<file path="src/rtl/led_ctrl_pkg.sv">
// Shared encodings and defaults for the LED pattern controller and its button front end.
package led_ctrl_pkg;

  localparam logic [1:0] MODE_ROT_L  = 2'd0;
  localparam logic [1:0] MODE_ROT_R  = 2'd1;
  localparam logic [1:0] MODE_BOUNCE = 2'd2;
  localparam logic [1:0] MODE_HOLD   = 2'd3;

  localparam logic DIR_LEFT  = 1'b0;
  localparam logic DIR_RIGHT = 1'b1;

  localparam int unsigned TICK_DIV_DEFAULT        = 12_000_000;
  localparam int unsigned DEBOUNCE_CYCLES_DEFAULT = 240_000;

  // Mode sequence on each button press.
  function automatic logic [1:0] next_mode(input logic [1:0] m);
    logic [1:0] n;
    case (m)
      MODE_ROT_L:  n = MODE_ROT_R;
      MODE_ROT_R:  n = MODE_BOUNCE;
      MODE_BOUNCE: n = MODE_HOLD;
      default:     n = MODE_ROT_L;
    endcase
    return n;
  endfunction

endpackage

</file>
<file path="src/rtl/btn_debounce.sv">
// Two-flop synchroniser plus stability counter for an active-low push button;
// emits the debounced level and a one-cycle pulse on each accepted press.
module btn_debounce
  import led_ctrl_pkg::*;
#(
  parameter int unsigned DEBOUNCE_CYCLES = DEBOUNCE_CYCLES_DEFAULT
) (
  input  logic clk,
  input  logic reset,
  input  logic btn_n,
  output logic level,
  output logic press
);

  localparam int unsigned CW = $clog2(DEBOUNCE_CYCLES);
  localparam logic [CW-1:0] CNT_LAST = CW'(DEBOUNCE_CYCLES - 1);

  logic          sync1_q, sync1_d;
  logic          sync2_q, sync2_d;
  logic          level_q, level_d;
  logic [CW-1:0] cnt_q, cnt_d;

  // Press is decoded from the flip itself so the mode changes on the same edge.
  always_comb begin
    sync1_d = btn_n;
    sync2_d = sync1_q;
    level_d = level_q;
    cnt_d   = '0;
    press   = 1'b0;
    if (sync2_q != level_q) begin
      if (cnt_q == CNT_LAST) begin
        level_d = ~level_q;
        press   = level_q;
      end else begin
        cnt_d = cnt_q + 1'b1;
      end
    end
  end

  always_ff @(posedge clk or posedge reset) begin
    if (reset) begin
      sync1_q <= 1'b1;
      sync2_q <= 1'b1;
      level_q <= 1'b1;
      cnt_q   <= '0;
    end else begin
      sync1_q <= sync1_d;
      sync2_q <= sync2_d;
      level_q <= level_d;
      cnt_q   <= cnt_d;
    end
  end

  assign level = level_q;

endmodule

</file>
<file path="src/rtl/led_pattern_ctrl.sv">
// One-hot LED sequencer: button-selected mode (rotate L/R, bounce, hold)
// stepped by a run-gated prescaler.
module led_pattern_ctrl
  import led_ctrl_pkg::*;
#(
  parameter int unsigned WIDTH           = 8,
  parameter int unsigned TICK_DIV        = TICK_DIV_DEFAULT,
  parameter int unsigned DEBOUNCE_CYCLES = DEBOUNCE_CYCLES_DEFAULT
) (
  input  logic             clk,
  input  logic             reset,
  input  logic             btn_n,
  input  logic             run,
  output logic [WIDTH-1:0] lights,
  output logic [1:0]       mode
);

  localparam int unsigned       PW          = $clog2(TICK_DIV);
  localparam logic [PW-1:0]     PRESC_LAST  = PW'(TICK_DIV - 1);
  localparam logic [WIDTH-1:0]  LIGHTS_INIT = WIDTH'(1);

  logic             btn_level;
  logic             btn_press;
  logic             tick;

  logic [PW-1:0]    presc_q, presc_d;
  logic [1:0]       mode_q, mode_d;
  logic             dir_q, dir_d;
  logic [WIDTH-1:0] lights_q, lights_d;

  btn_debounce #(
    .DEBOUNCE_CYCLES(DEBOUNCE_CYCLES)
  ) u_btn (
    .clk   (clk),
    .reset (reset),
    .btn_n (btn_n),
    .level (btn_level),
    .press (btn_press)
  );

  assign tick = run && (presc_q == PRESC_LAST);

  // A press takes priority over a coincident tick: the step is dropped.
  always_comb begin
    presc_d  = presc_q;
    mode_d   = mode_q;
    dir_d    = dir_q;
    lights_d = lights_q;
    if (btn_press) begin
      mode_d  = next_mode(mode_q);
      presc_d = '0;
      if (mode_d == MODE_BOUNCE) dir_d = DIR_LEFT;
    end else if (run) begin
      presc_d = tick ? '0 : presc_q + 1'b1;
      if (tick) begin
        case (mode_q)
          MODE_ROT_L: lights_d = {lights_q[WIDTH-2:0], lights_q[WIDTH-1]};
          MODE_ROT_R: lights_d = {lights_q[0], lights_q[WIDTH-1:1]};
          MODE_BOUNCE: begin
            if (dir_q == DIR_LEFT) begin
              if (lights_q[WIDTH-1]) begin
                dir_d    = DIR_RIGHT;
                lights_d = lights_q >> 1;
              end else begin
                lights_d = lights_q << 1;
              end
            end else begin
              if (lights_q[0]) begin
                dir_d    = DIR_LEFT;
                lights_d = lights_q << 1;
              end else begin
                lights_d = lights_q >> 1;
              end
            end
          end
          default: lights_d = lights_q;
        endcase
      end
    end
  end

  always_ff @(posedge clk or posedge reset) begin
    if (reset) begin
      presc_q  <= '0;
      mode_q   <= MODE_ROT_L;
      dir_q    <= DIR_LEFT;
      lights_q <= LIGHTS_INIT;
    end else begin
      presc_q  <= presc_d;
      mode_q   <= mode_d;
      dir_q    <= dir_d;
      lights_q <= lights_d;
    end
  end

  assign lights = lights_q;
  assign mode   = mode_q;

  a_onehot : assert property (@(posedge clk) disable iff (reset) $onehot(lights_q));
  a_press_level : assert property (@(posedge clk) disable iff (reset) btn_press |=> !btn_level);

endmodule
</file>
<file path="config.mk">
export PLATFORM = sky130hd
export DESIGN_NAME = led_pattern_ctrl
export DESIGN_NICKNAME = d
export VERILOG_FILES = /design/src/rtl/led_ctrl_pkg.sv /design/src/rtl/btn_debounce.sv /design/src/rtl/led_pattern_ctrl.sv
export SDC_FILE = /design/constraint.sdc
export NUM_CORES = 1
export LEC_CHECK = 0
export CAP_MARGIN = 5
export CORE_ASPECT_RATIO = 0.75
export CORE_UTILIZATION = 54
export CTS_CLUSTER_DIAMETER = 40
export DETAILED_ROUTE_END_ITERATION = 8
export GPL_TIMING_DRIVEN = 0
export PLACE_DENSITY_LB_ADDON = 0.3
export SLEW_MARGIN = 0
export SYNTH_ARGS = -nofsm -noshare
export SYNTH_HDL_FRONTEND = slang
export SYNTH_SLANG_ARGS = --single-unit
</file>
<file path="constraint.sdc">
create_clock -name clk -period 2.5 [get_ports clk]
set_clock_uncertainty 0.15 [all_clocks]
set_input_delay 0.5 -clock clk [delete_from_list [all_inputs] [get_ports clk]]
set_output_delay 0.5 -clock clk [all_outputs]
set_load 0.005 [all_outputs]
</file>
# After elaboration in Yosys (flattened, before gate mapping)
# Index checks and enable logic that the tools add are counted.
[totals]
register_bits = 56
out_inout_bits = 10
[op_classes]
add_sub_neg = 2
n_eq_ne = 7
n_mux = 21
bitwise_logic = 2
reduce_logical = 9
[op_table]
columns = ["cell", "count"]
rows = [
  ["$mux W24", 3],
  ["$mux W18", 2],
  ["$add A24 B1 Y24 const B", 1],
  ["$eq A24 B24 Y1 const B", 1],
  ["$mux W8", 3],
  ["$pmux W8 S3", 1],
  ["$add A18 B1 Y18 const B", 1],
  ["$eq A18 B18 Y1 const B", 1],
  ["$mux W1", 10],
  ["$reduce_and A4 Y1", 2],
  ["$pmux W2 S3", 1],
  ["$reduce_bool A2 Y1", 3],
  ["$eq A2 B2 Y1 const B", 2],
  ["$reduce_bool A3 Y1", 1],
  ["$eq A2 B1 Y1 const B", 1],
  ["$logic_not A2 Y1", 1],
  ["$mux W2", 1],
  ["$ne A2 B1 Y1 const B", 1],
  ["$not A1 Y1", 2],
  ["$reduce_and A2 Y1", 1],
  ["$logic_and A1 B1 Y1", 1],
  ["$ne A1 B1 Y1", 1],
]

# Logic depth before layout (Yosys ltp)
[depth]
depth_word = 7
depth_mapped = 7
depth_no_buf = 6

# By module
# Synthesis repeated with hierarchy kept, for this count alone.
[unflattened]
cells_unflattened = 285
hier_area_um2 = 2905.3
[modules_own_cells]
columns = ["mod", "n_inst", "cells_each", "area_per_inst_um2", "seq_area_each_um2"]
rows = [
  ["led_pattern_ctrl", 1, 183, 1888.1, 877.1],
  ["btn_debounce", 1, 102, 1017.2, 529.3],
]

# Least setup slack after synthesis
# OpenSTA, ideal clock, no wires.
[synth_path]
path_type = "register -> register"
start = "reg presc_q[10]"
end = "reg lights_q[1], in the netlist lights[1]"
t_arrival_ns = 2.183
slack_ns = 0.043
path_stages_with_launch = 6
path_buffers = 0
period_less_slack_ns = 2.457
cell_sequence = "dfrtp_1 -> or4b_1 -> nor4b_2 -> nand4_2 -> nor3_4 -> mux2_2"
[synth_via]
elab_chain_len = 3
[synth_rtl]
columns = ["item", "line", "source"]
rows = [
  ["start: declaration", "led_pattern_ctrl.sv:26", "logic [PW-1:0] presc_q, presc_d;"],
  ["start signal: assignment", "led_pattern_ctrl.sv:89", "presc_q <= presc_d;"],
  ["$eq A24 B24 Y1", "led_pattern_ctrl.sv:41", "assign tick = run && (presc_q == PRESC_LAST);"],
  ["$logic_and A1 B1 Y1", "led_pattern_ctrl.sv:41", ""],
  ["$reduce_and A4 Y1 (no source line)", "-", ""],
  ["end signal: assignment", "led_pattern_ctrl.sv:92", "lights_q <= lights_d;"],
  ["end: declaration", "led_pattern_ctrl.sv:29", "logic [WIDTH-1:0] lights_q, lights_d;"],
]
# Every way passes these cells.
# A chain may end at the register's enable or synchronous reset.

# Worst setup path in the final report
[layout_path]
start = "reg presc_q[22]"
end = "reg lights_q[2], in the netlist lights[2]"
# The elaborated chain is that of the path after synthesis.

==> flow_metrics.tcl <==
set metrics [dict create \
    outcome "finished, final reports clean" \
    cts_buffers 5 \
    synth_nets 309 \
    syn_inst 298 \
    fillers 389 \
    wire_per_inst_um 14.25 \
    p_comb_frac 0.070 \
    dp_cells 384 \
    finalWeightedCongestion 0.8409 \
    rr_worst_depth 6 \
    grt.total_usage 0.2294 \
    power.density_nw_per_um2 498.9 \
    crit_chain "or4b_4 -> nor4b_4 -> nand4_4 -> nor3_4 -> buf_12 -> mux2_2" \
    drc_errors 0 \
    synth_seq_area_share 0.4810 \
    min_from "u_btn.sync1_q" \
    antennaDiodeCount 0 \
    ios 14 \
    clock.fmax_mhz 413.2 \
    worstPathMaxFanout 8 \
    cts_tree "built" \
    clockBufferDepth 2 \
    initial_core_util 0.5805 \
    regArea_um2 1408 \
    tightest_slew_ns 1.080 \
    die_x_um 86.97 \
    required_ns 2.55 \
    min_to "u_btn.sync2_q" \
    core_region_area_um2 5037 \
    htreeDepth 2 \
    fin_nets 340 \
    gr-total-overflow 0 \
    synth.avg_cell_area_um2 9.812 \
    irDropWorstVdd_mv 0.3223 \
    crit_slowest_cell "or4b_4" \
    first_global_vias 2175 \
    synth-async-reset-ratio 1.000 \
    fin_crit_sh 0.9681 \
    switchingPower_uw 403.6 \
    r2r-start "presc_q[22]" \
    clkPwrFrac 0.342 \
    die_h_um 65.73 \
    synth-main-ff-cell "dfrtp_1" \
    min_period_ns 2.420 \
    setup_viol 0 \
    hold_violations 0 \
    met1_length_um 2967 \
    hold_depth 0 \
    areaGrowthSynthToFinish_pct 16.73 \
    clk_latency_ns 0.31 \
    synth_seq_cells 56 \
    p_int_mw 1.299 \
    grt_pass1_wl_um 10030 \
    stdcell_count 402 \
    cp_data_arrival_time_ns 2.47 \
    yosysTopAreaCellShare 0.4450 \
    dieArea_um2 5716 \
    drt_iter0_markers 127 \
    multi_input_area_um2 1509 \
    reg2reg_to "lights[2]" \
    synth_area_leader_cell "dfrtp_1" \
    vias_per_cell 5.632 \
    clk_pin_slew_ns 0.09 \
    cp_slowest_stage_delay_ns 0.56 \
    drv_slew 0 \
    synth_cell_types 45 \
    slew_headroom 0.2746 \
    post-route-util 0.6776 \
    netSwitchingFraction 0.2370 \
    numPortBuffers 13 \
    wl_um 5728 \
    cp.buffers_inverters 1 \
    netlist_area_um2 2924 \
    synth_most_common_cell "dfrtp_1" \
    cp-end-kind "flip-flop" \
    seq_power_share 0.588 \
    antenna_found_initial 0 \
    drv_cap 0 \
    cp_top_family "simple AND/OR/NAND/NOR gates" \
    dp_hpwl_um 3891 \
    grt_max_degree 32 \
    total_leakage_power_nw 1.462 \
    critPathLaunchType "flip-flop" \
    dr_wl_met2_um 2445 \
    r2r_setup_slack_ns 0.08 \
    netlist_top_cells_area "dfrtp_1, xor2_1, nor2_1" \
    num_vias 2264 \
    antenna_left 0 \
    root_buffer "clkbuf_8" \
    drive_above_1_share 0.1273 \
    cts.sink_count 56 \
    first_pass_iters 4 \
    fin_tns_setup_ns 0 \
    hp-class "reg2reg" \
    rows 22 \
    hold_buffers 0 \
    synth-warning-count 0 \
    route.met3.wl_um 244 \
    critPathKind "reg2reg" \
    worstSetupStartpoint "presc_q[22]" \
    synth_edf_count 0 \
    yosys-top-cells-count "dfrtp_1, nor2_1, xor2_1" \
    highest_layer "met4" \
    finalPower_mw 1.703 \
]
==> placed cells by master (no fill, tap or decap), types with 2 or more instances in the layout <==
cell             count
clkbuf_8             5
nor4_1               5
xnor2_1             10
xor2_1              26
a22o_1               4
inv_1                9
nor3_4               2
clkbuf_1             3
dfstp_2              4
nand4_1             12
mux2i_1              4
and2_1               3
nand2b_1             5
nand3_1             21
a21oi_1              8
and4_1               3
ha_1                 7
buf_4                9
nand3b_1             2
clkdlybuf4s50_1     13
nor2_1              47
nor3_1               5
buf_12               2
nand2_1             23
dfrtp_1             51
o21ai_0              6
and3_1               6
mux2_2               7
==> cells by family after synthesis <==
family	share of synthesized area
compound gates	0.05991
xor+xnor	0.1078
fa+ha+maj	0.02995
buf+inv	0.01840
flops	0.4810
mux	0.04065
simple gates	0.2623
==> flip-flops by register name, summed over array words and instances (netlist names) <==
signal / flops
u_btn.cnt_q: 18
u_btn.sync1_q: 1
lights: 8
dir_q: 1
mode: 2
u_btn.sync2_q: 1
u_btn.level: 1
presc_q: 24
==> worst max path at each step <==
stage	end	slack, ns	cells past startpoint
3_5_place_dp	lights[1]	-0.65	6
3_3_place_gp	lights[4]	-0.67	6
4_1_cts	lights[4]	0.01	6
2_1_floorplan	lights[1]	0.04	5
5_1_grt	lights[6]	-0.006	6
6_report	lights[2]	0.08	6
==> per-layer routing <==
metal	up-vias	GRT usage
li1	1102	-
met1	1089	0.3426
met4	0	0.09583
met3	7	0.04648
met2	66	0.3219
met5	-	0
==> through the flow <==
stage	worst slack, ns	hold WS, ns	instance area, um2
after floorplan	0.04269	0.1952	2924
after global placement	-0.6735	0.1957	3144
after detailed placement	-0.6549	0.1969	3164
after CTS	0.01130	0.2107	3348
after global routing	-0.005536	0.2146	3413
final	0.07971	0.2095	3413
==> power by group through the flow <==
stage / sequential [mW] / clock, mW / combinational, mW
floorplan: 1.01 / 0 / 0.0925
global placement: 1.01 / 0 / 0.114
detailed placement: 1.02 / 0 / 0.120
CTS: 0.999 / 0.601 / 0.121
global route: 1.01 / 0.640 / 0.142
finish: 1.00 / 0.583 / 0.119
==> layout make-up <==
cell class | count | area share
Tap cell | 72 | 0.02639
Clock buffer | 6 | 0.02126
Timing Repair Buffer | 24 | 0.06965
Inverter | 10 | 0.01100
Buffer | 4 | 0.006965
Clock inverter | 2 | 0.01026
Multi-Input combinational cell | 228 | 0.4421
Sequential cell | 56 | 0.4124
==> repair_timing <==
action,4_1_cts,5_1_grt
gates cloned,0,0
buffers inserted,4,6
setup endpoints to repair,20,29
pin swaps,2,4
resized for setup,6,8
(Power assumes the default switching activity.)
